## config.mk

```make
export PLATFORM = sky130hd
export DESIGN_NAME = fir_golden
export DESIGN_NICKNAME = d
export VERILOG_FILES = /design/src/rtl/fir_pkg.sv /design/src/rtl/fir_golden.sv
export SDC_FILE = /design/constraint.sdc
export NUM_CORES = 1
export LEC_CHECK = 0
export ABC_AREA = 0
export CAP_MARGIN = 20
export CORE_MARGIN = 5
export CORE_UTILIZATION = 45
export DETAILED_ROUTE_END_ITERATION = 12
export GPL_ROUTABILITY_DRIVEN = 0
export PLACE_DENSITY_LB_ADDON = 0.1
export SYNTH_ARGS = -nofsm -noshare
export SYNTH_HDL_FRONTEND = slang
export SYNTH_SLANG_ARGS = --single-unit
export TNS_END_PERCENT = 30
```

## constraint.sdc

```tcl
create_clock -name clk -period 8.51 [get_ports clk]
set_input_delay 1.2765 -clock clk [delete_from_list [all_inputs] [get_ports clk]]
set_output_delay 1.2765 -clock clk [all_outputs]
set_load 0.01 [all_outputs]
```

## src/rtl/fir_pkg.sv

```systemverilog
// Shared widths and FSM encoding for the FIR response checker and its golden model.
package fir_pkg;

    localparam int NTAPS   = 9;
    localparam int DATA_W  = 8;
    localparam int COEFF_W = 8;
    localparam int OUT_W   = 24;
    localparam int SUM_W   = 20;
    localparam int PROD_W  = DATA_W + COEFF_W;

    typedef enum logic [1:0] {
        S_IDLE   = 2'd0,
        S_WARMUP = 2'd1,
        S_CHECK  = 2'd2,
        S_DONE   = 2'd3
    } state_t;

endpackage

```

## src/rtl/fir_golden.sv

```systemverilog
// Golden 9-tap FIR model: registered tap line plus an exact, untruncated combinational sum.
module fir_golden
    import fir_pkg::*;
(
    input  logic                           clk,
    input  logic                           rst,
    input  logic [DATA_W-1:0]              in_data,
    input  logic [NTAPS-1:0][COEFF_W-1:0]  coeff,
    output logic [SUM_W-1:0]               sum
);

    logic [NTAPS-1:0][DATA_W-1:0] taps_p0;

    // taps_p0[k] holds x(t-k) relative to the newest registered sample
    always_ff @(posedge clk or negedge rst) begin
        if (!rst) begin
            taps_p0 <= '0;
        end else begin
            taps_p0 <= {taps_p0[NTAPS-2:0], in_data};
        end
    end

    always_comb begin
        logic [PROD_W-1:0] prod;
        sum = '0;
        for (int k = 0; k < NTAPS; k++) begin
            prod = PROD_W'(taps_p0[k]) * PROD_W'(coeff[k]);
            sum  = sum + SUM_W'(prod);
        end
    end

endmodule

```

==> metrics.csv <==
stage;metric;value;unit
route;top_layer;met4;
layout;regMostFlops;taps_p0;
route;vias_per_cell;4.67;
synthesis;synthArstFlopShare;100;%
sta;worst_slack;-1.15;ns
sta;fmax;104;MHz
setup_path;crit_buf_inv;6;
clock_network;cts_root_buf;clkbuf_16;
floorplan;start_util;45.4;%
setup_path;critPathMaxStageDelay;0.58;ns
setup_path;crit_path_start_kind;input pin;
route;ant_nets;0;
clock_network;cts_hold_repair.buffers;0;
clock_network;clockBufferDepth;2;
placement;portBuffers;101;
clock_network;cts_made_buffers;9;
clock_network;clkSinkCount;72;
floorplan;die_x;232;um
synthesis;yosysSeqAreaShare;8.11;%
global_route;grt_max_degree;41;
layout;syn_to_final_growth;20.4;%
route;met1_length;28.1;mm
sta;maxSlewHeadroom;56.1;%
floorplan;core_area;0.0490;mm^2
synthesis;synth.avg_cell_area;10.0;um^2
route;first_pass_iters;5;
layout;n_antenna_cell;0;
layout;num-nets-final;3470;
synthesis;postSynthNetCount;3096;
setup_path;cpMostUsedCell;fa_1;
synthesis;synthCells;2214;
route;drc_errors;0;
layout;largestRegisters;taps_p0 (72);
synthesis;synth_edf_count;0;
setup_path;crit_chain;dlygate4sd2_1 -> nand2_1 -> fa_1 -> fa_1 -> inv_1 -> fa_1 -> fa_2 -> fa_1 -> fa_1 -> fa_1 -> fa_2 -> inv_2 -> fa_2 -> inv_2 -> fa_2 -> ha_4 -> o21ai_4 -> a2111oi_4 -> buf_4 -> nor3_2 -> o21ai_1 -> xor2_1 -> buf_2;
placement;dp_cells;3226;
layout;n_fill_cell;4474;
sta;finalSetupViolations;16;
route;drt_iter0_markers;685;
setup_path;end_kind;output pin;
layout;layout-drive-gt1-share;21.2;%
setup_path;crit_family;adder cells;
global_route;grt-ovfl-total;0;
clock_network;cts_tree;done;
floorplan;die_h;232;um
route;wl_met2;28.6;mm
synthesis;yosys_warnings;0;
setup_path;critPathArrivalTime;8.38;ns
sta;finClkSkew;0.00900;ns
synthesis;synthFlopType;dfrtp_1;
layout;layout_commonest_cell;inv_1;
synthesis;ys_seq_elements;72;
floorplan;dieArea;0.0539;mm^2
outcome;outcome;finished, violations left;
layout;final_cell_mix;633 x inv_1, 486 x fa_1, 347 x and2_1;
sta;rsz0062_at_grt;yes;
setup_path;critPathSlowestCell;fa_1;
route;num_vias;15200;
synthesis;syn_area;0.0222;mm^2
floorplan;ios;102;
job;maxCapViolCount;0;
synthesis;ys_types;46;
clock_network;clk_pin_slew;0.07;ns
layout;largest_reg_flops;72;
clock_network;h-tree-depth;3;
global_route;grt_pass1_wl;97.2;mm
global_route;grt_usage;23.7;%
sta;slew_violations;0;
floorplan;num_rows;81;
route;wl_met3;2.48;mm
placement;hpwl;53.9;mm
route;wire_per_inst;18.4;um
setup_path;required;7.23;ns
clock_network;clkLatencyLatePin;0.39;ns
global_route;grt_antenna_before_repair;0;
layout;finalNonFillerCells;3257;
sta;tightestPinTransition;0.658;ns
sta;period_share;113;%
hold_path;hp-class;flip-flop to flip-flop;
outcome;violations;setup timing;
sta;hold_violations;0;
sta;min_period;9.66;ns
setup_path;crit_fanout;3;
setup_path;crit_type;input pin to output pin;
global_route;grt_pass1_vias;17500;
route;wl;60.0;mm
what timing repair did:
| action | 4_1_cts | 5_1_grt |
|---|---|---|
| setup endpoints to repair | 17 | 16 |
| pin swaps | 160 | 100 |
| gates resized for setup | 411 | 115 |
| buffers inserted | 10 | 5 |
worst paths after layout:
path | to | from | slack (ns) | depth (start not counted)
max | sum[15] | coeff[9] | -1.15 | 23
min | taps_p0[20] | taps_p0[12] | 0.55 | 1
max reg2reg | taps_p0[26] | taps_p0[18] | 7.64 | 2
min reg2reg | taps_p0[20] | taps_p0[12] | 0.55 | 1
max in group asynchronous | taps_p0[6] | rst | 6.58 | 2
min in group asynchronous | taps_p0[39] | rst | 0.85 | 1
synthesized netlist by cell type, types with 3 or more instances:
library cell | count | area, um^2
a21o_1 | 4 | 30.0
a21oi_1 | 14 | 70.1
and2_1 | 393 | 2460
dfrtp_1 | 72 | 1800
fa_1 | 543 | 10900
ha_1 | 257 | 3220
inv_1 | 670 | 2510
nand2_1 | 195 | 732
nand4_1 | 3 | 18.8
nor2_1 | 5 | 18.8
o211ai_1 | 3 | 22.5
xnor2_1 | 9 | 78.8
xor2_1 | 4 | 35.0
kinds of logic (layout without fill, tap and decap cells):
group | Yosys count | count (layout) | synth area share [%]
mux | 2 | 2 | 0.0901
fa+ha+maj | 800 | 800 | 63.4
compound gates | 46 | 46 | 1.60
xor+xnor | 13 | 13 | 0.512
buf+inv | 674 | 1053 | 11.4
simple gates | 607 | 607 | 14.9
flops | 72 | 72 | 8.11
worst register-to-register path, stage by stage (launching register included):
cell and delay (ns):
dfrtp_1 0.44, buf_4 0.17, buf_4 0.15
per-stage QoR:
step           worst slack [ns]  utilization (%)  cell area (um^2)  hold slack, ns  TNS (ns)
4_1_cts                   -1.21             54.4             26600           0.558    -15.05
2_1_floorplan            -0.576                -             22300           0.433     -5.63
5_1_grt                   -1.32             54.7             26800           0.569    -17.14
3_5_place_dp              -2.12             53.1             26000           0.530    -29.80
6_report                  -1.15             54.7             26800           0.554    -14.13
3_3_place_gp              -2.09             53.1             26000           0.523    -29.35
metal layers:
| layer | GRT usage [%] | up-vias |
|---|---|---|
| met5 | 0 | - |
| met4 | 4.49 | 0 |
| met3 | 3.45 | 39 |
| met2 | 38.9 | 283 |
| met1 | 34.1 | 7791 |
| li1 | - | 7087 |
final cells by class:
| type | instances | area (um^2) | share of cell area [%] |
|---|---|---|---|
| clock buffers | 12 | 246 | 0.921 |
| inverters | 670 | 2510 | 9.39 |
| repair buffers | 367 | 2810 | 10.5 |
| clock inverters | 4 | 76.3 | 0.285 |
| well taps | 664 | 831 | 3.10 |
| multi-input cells | 1468 | 18500 | 69.1 |
| flip-flops and latches | 72 | 1800 | 6.73 |
Power is not shown: default switching activity piles up to over one toggle a cycle in this logic, so the estimate is an artifact.
==> edit 1: new RTL, same flow settings <==
`SUM_W`: 20 -> 22.
--- a/src/rtl/fir_pkg.sv
+++ b/src/rtl/fir_pkg.sv
@@ -5,7 +5,7 @@
     localparam int DATA_W  = 8;
     localparam int COEFF_W = 8;
     localparam int OUT_W   = 24;
-    localparam int SUM_W   = 20;
+    localparam int SUM_W   = 22;
     localparam int PROD_W  = DATA_W + COEFF_W;
 
     typedef enum logic [1:0] {
Ports: changed (resized sum); port bits go from 102 to 104. No check against the original RTL was run, so the function may have changed too.
==> edit 1 against the original RTL <==
  * The run still ends with negative setup slack left
  * Sequential cell count did not move
  * Area after synthesis fell by 0.14%
  * Cell area fell by 0.51%
  * Wire length rose by 1.9%
  * Setup slack got worse by 350 ps
  * Critical endpoint is now sum[19]
  * Clock skew rose by 7.6 ps
Power is left out: the tool's default activity adds up to more than one toggle a clock period on the data nets, which glitch-free logic cannot reach.
==> edit 1: results (changes against the original RTL) <==
run_status:
  outcome: "finished, violations left"  # unchanged
  violations: "negative setup slack"  # unchanged
placement:
  postPlaceCellArea_sq_mm: 0.0260  # about the same
  hpwlAfterDp_mm: 55.0  # was 53.9 mm
  port_buffers: 102  # was 101
  place_ws_ps: -2310  # was -2120 ps
  place_inst: 3230  # was 3226
sta:
  setup_viol_count_final: 17  # was 16
  hold_ws_ps: 555  # was 554 ps
  slew_headroom_pct: 56.0  # was 56.1%
  finClkSkew_ps: 16.6  # was 9.00 ps
  final.setup.tns_ps: -19240  # was -14130 ps
  setup_slack_ps: -1500  # was -1150 ps
yosys:
  synth_edf_count: 0  # unchanged
  yosys-top-cells-count: "inv_1 (649), fa_1 (543), and2_1 (385)"  # was inv_1 (670), fa_1 (543), and2_1 (393)
  yosysUniqueCellTypes: 43  # was 46
  syn_avg_cell_area_sq_um: 10.0  # about the same
  ys_seq_area_share_pct: 8.12  # was 8.11%
  async_flop_share_pct: 100  # unchanged
  synth_fp_nets: 3095  # was 3096
  ys.flop_type: "dfrtp_1"  # unchanged
  synth_area_leaders: "fa_1 (49%), ha_1 (15%), inv_1 (11%)"  # was fa_1 (49%), ha_1 (14%), inv_1 (11%)
drt:
  drt-pass1-iter-count: 4  # was 5
  drt_iter0_markers: 787  # was 685
  via_count: 15300  # was 15.2k
  wl_per_cell_um: 18.8  # was 18.4 um
global_route:
  grt_util_all_layers_pct: 24.3  # was 23.7%
  grt_pass1_vias: 17300  # was 17.5k
  grt_pass1_wl_mm: 98.9  # was 97.2 mm
  grt_max_degree: 41  # unchanged
job:
  maxCapViolCount: 0  # unchanged
cells_and_area:
  top_register: "taps_p0"  # unchanged
  fin_nets: 3468  # was 3470
  num-fill-cells: 4539  # was 4474
  n_antenna_cell: 0  # unchanged
  drive_gt1_share_pct: 18.2  # was 21.2%
  top_regs: "taps_p0 x72"  # unchanged
  post_layout_nonfiller_instances: 3254  # was 3257
clocking:
  ctsHtreeMaxLevel: 3  # unchanged
  postCtsResizedCells: 368  # was 411
  post-cts-setup-buffers: 7  # was 10
  clk_pin_slew_worst_paths_ps: 60
  cts_max_path_buffers: 2  # unchanged
worst_setup_path:
  crit_required_ps: 7230  # about the same
  setup.worst_path.end: "sum[19]"  # was sum[15]
  r2r_start: "taps_p0[31]"  # was taps_p0[18]
  worstPathMaxFanout: 7  # was 3
  reg2reg_setup_slack_ps: 7600  # was 7640 ps
  crit_start: "coeff[44]"  # was coeff[9]
  r2r_cells: 3  # was 2
  r2r_end: "taps_p0[39]"  # was taps_p0[26]
worst_hold_path:
  hold_path_class: "flip-flop to flip-flop"  # unchanged
  holdPathEnd: "taps_p0[24]"  # was taps_p0[20]
  hp-start: "taps_p0[16]"  # was taps_p0[12]
## edit 1: cell types whose count changed after synthesis, sizes merged, moves of 3 or more
| cell | unedited run | this run |
|---|---|---|
| o21ai | 5 | 8 |
| and2 | 393 | 385 |
| buf | 3 | 7 |
| nor2b | 1 | 5 |
| and3 | 2 | 6 |
| a21oi | 15 | 19 |
| nand3 | 1 | 4 |
| nand2 | 195 | 202 |
| inv | 670 | 649 |
## edit 1: final cells by class
type	count	area, sq um	area share, %
Tap cell	664	831	3.12
Clock buffer	10	239	0.897
Multi-Input combinational cell	1483	18400	68.9
Sequential cell	72	1800	6.77
Inverter	649	2440	9.15
Clock inverter	6	52.6	0.197
Timing Repair Buffer	370	2910	10.9
## edit 1: kinds of logic after synthesis
kind of cell | after synthesis | share of synthesized area [%]
AOI/OAI and AO/OA | 43 | 1.27
and+or+nand+nor | 624 | 15.3
adders and majority gates | 801 | 63.5
xor gates and xnor gates | 11 | 0.434
muxes | 3 | 0.135
buffers and inverters | 657 | 11.2
other | 1 | 0.0169
DFF | 72 | 8.12
## edit 1: critical path, cell delays in order
cell and delay [ps]:
clkdlybuf4s15_2 220, and2_1 180, fa_2 590, fa_1 460, fa_2 600, inv_1 60
fa_1 530, inv_1 50, fa_1 480, fa_2 570, inv_1 50, fa_1 390
fa_1 510, inv_1 50, fa_1 470, fa_1 580, ha_4 240, buf_12 130
a21oi_4 200, a31oi_4 180, nand3_2 140, buf_6 110, a311oi_2 90, or3_4 430
buf_6 130
## edit 1: layer usage
| metal | vias to the layer above | GRT usage (%) | part of all wire, % |
|---|---|---|---|
| li1 | 7084 | - | - |
| met1 | 7930 | 36.5 | 48 |
| met2 | 269 | 38.2 | 46 |
| met3 | 39 | 2.81 | 4.1 |
| met4 | 0 | 5.30 | 1.9 |
| met5 | - | 0 | 0 |
==> edit 2: new RTL, config.mk and constraints unchanged <==
Made on the original files. Reset style: synchronous (`rst`), changed in one clocked block.
--- a/src/rtl/fir_golden.sv
+++ b/src/rtl/fir_golden.sv
@@ -12,7 +12,7 @@
     logic [NTAPS-1:0][DATA_W-1:0] taps_p0;
 
     // taps_p0[k] holds x(t-k) relative to the newest registered sample
-    always_ff @(posedge clk or negedge rst) begin
+    always_ff @(posedge clk) begin
         if (!rst) begin
             taps_p0 <= '0;
         end else begin
Formal check against the unedited RTL: not equivalent (Yosys sat finds a counterexample within 4 cycles, from zero or initial values and one cycle with rst low; the reset may be asserted at any time).
==> edit 2 against the original RTL <==
  * The run still ends with negative setup slack left
  * Via count rose by 3.4%
  * Worst hold slack improved by 97 ps
  * Area after synthesis rose by 0.46%
  * Setup slack got worse by 100 ps
  * Global-route usage rose by 0.47 points
  * Wire length rose by 4.8%
  * Cell area rose by 0.32%
  * Sequential cell count did not move
  * Non-clock buffer count did not move
  * Largest cell class unchanged
  * Maximum frequency fell by 1.1%
Power is left out: it rests on default switching activity, and per cell area and clock period it moved more than threefold.
==> edit 2: results (changes against the original RTL) <==
placement:
  place_inst: 3299  # was 3226
  place_ws_ps: -2100  # was -2120 ps
global_route:
  grt_pass1_vias: 17900  # was 17.5k
  use_met3_pct: 2.88  # was 3.45%
  use_met2_pct: 40.7  # was 38.9%
  grt_util_all_layers_pct: 24.2  # was 23.7%
yosys:
  yosys-top-cells-count: "inv_1 (670), fa_1 (543), and2_1 (465)"  # was inv_1 (670), fa_1 (543), and2_1 (393)
  synth_top_area_share_pct: 48.7  # was 48.9%
  synth_area_leaders: "fa_1 (49%), ha_1 (14%), and2_1 (13%)"  # was fa_1 (49%), ha_1 (14%), inv_1 (11%)
  async_flop_share_pct: 0  # was 100%
  yosysUniqueCellTypes: 41  # was 46
  muxShareOfSynthArea_pct: 0.0897  # was 0.0901%
worst_setup_path:
  r2r_start: "taps_p0[10]"  # was taps_p0[18]
  cpMaxStageDelayCell: "fa_2"  # was fa_1
  cpPeakStageDelay_ps: 610  # was 580 ps
  reg2reg_setup_slack_ps: 7540  # was 7640 ps
sta:
  final.setup.tns_ps: -15200  # was -14130 ps
  setup_slack_ps: -1250  # was -1150 ps
  finClkSkew_ps: 14.5  # was 9.00 ps
  setup_viol_count_final: 16  # unchanged
  hold_ws_ps: 651  # was 554 ps
drt:
  drt-pass1-iter-count: 4  # was 5
  met2WireLength_mm: 31.1  # was 28.6 mm
run_status:
  outcome: "finished, violations left"  # unchanged
  violations: "negative setup slack"  # unchanged
cells_and_area:
  multi_input_area_share_pct: 70.6  # was 69.1%
  num-fill-cells: 4546  # was 4474
  register_area_sq_mm: 0.00144  # was 0.00180 sq mm
die:
  die_x_um: 233  # was 232 um
edit 2: changes by cell type in the layout (fill, tap and decap cells not counted), moves of 16 or more:
| cell | before | now |
|---|---|---|
| and2_1 | 347 | 428 |
| inv_2 | 37 | 21 |
| dfrtp_1 | 72 | 0 |
| inv_1 | 633 | 649 |
| dfxtp_1 | 0 | 72 |
edit 2: worst max path at each step:
stage / slack [ps] / end / cells after the start / startpoint
finish: -1250 / sum[19] / 25 / coeff[36]
global route: -1430 / sum[19] / 25 / coeff[36]
CTS: -1320 / sum[19] / 24 / coeff[36]
detailed placement: -2100 / sum[16] / 25 / coeff[45]
global placement: -2100 / sum[16] / 25 / coeff[45]
floorplan: -560 / sum[16] / 24 / coeff[68]
edit 2: timing repair:
item	in CTS	in global routing
cloned	0	0
pin swaps	108	138
setup endpoints to repair	17	17
gates resized for setup	350	147
hold buffers	0	0
setup buffers	8	6
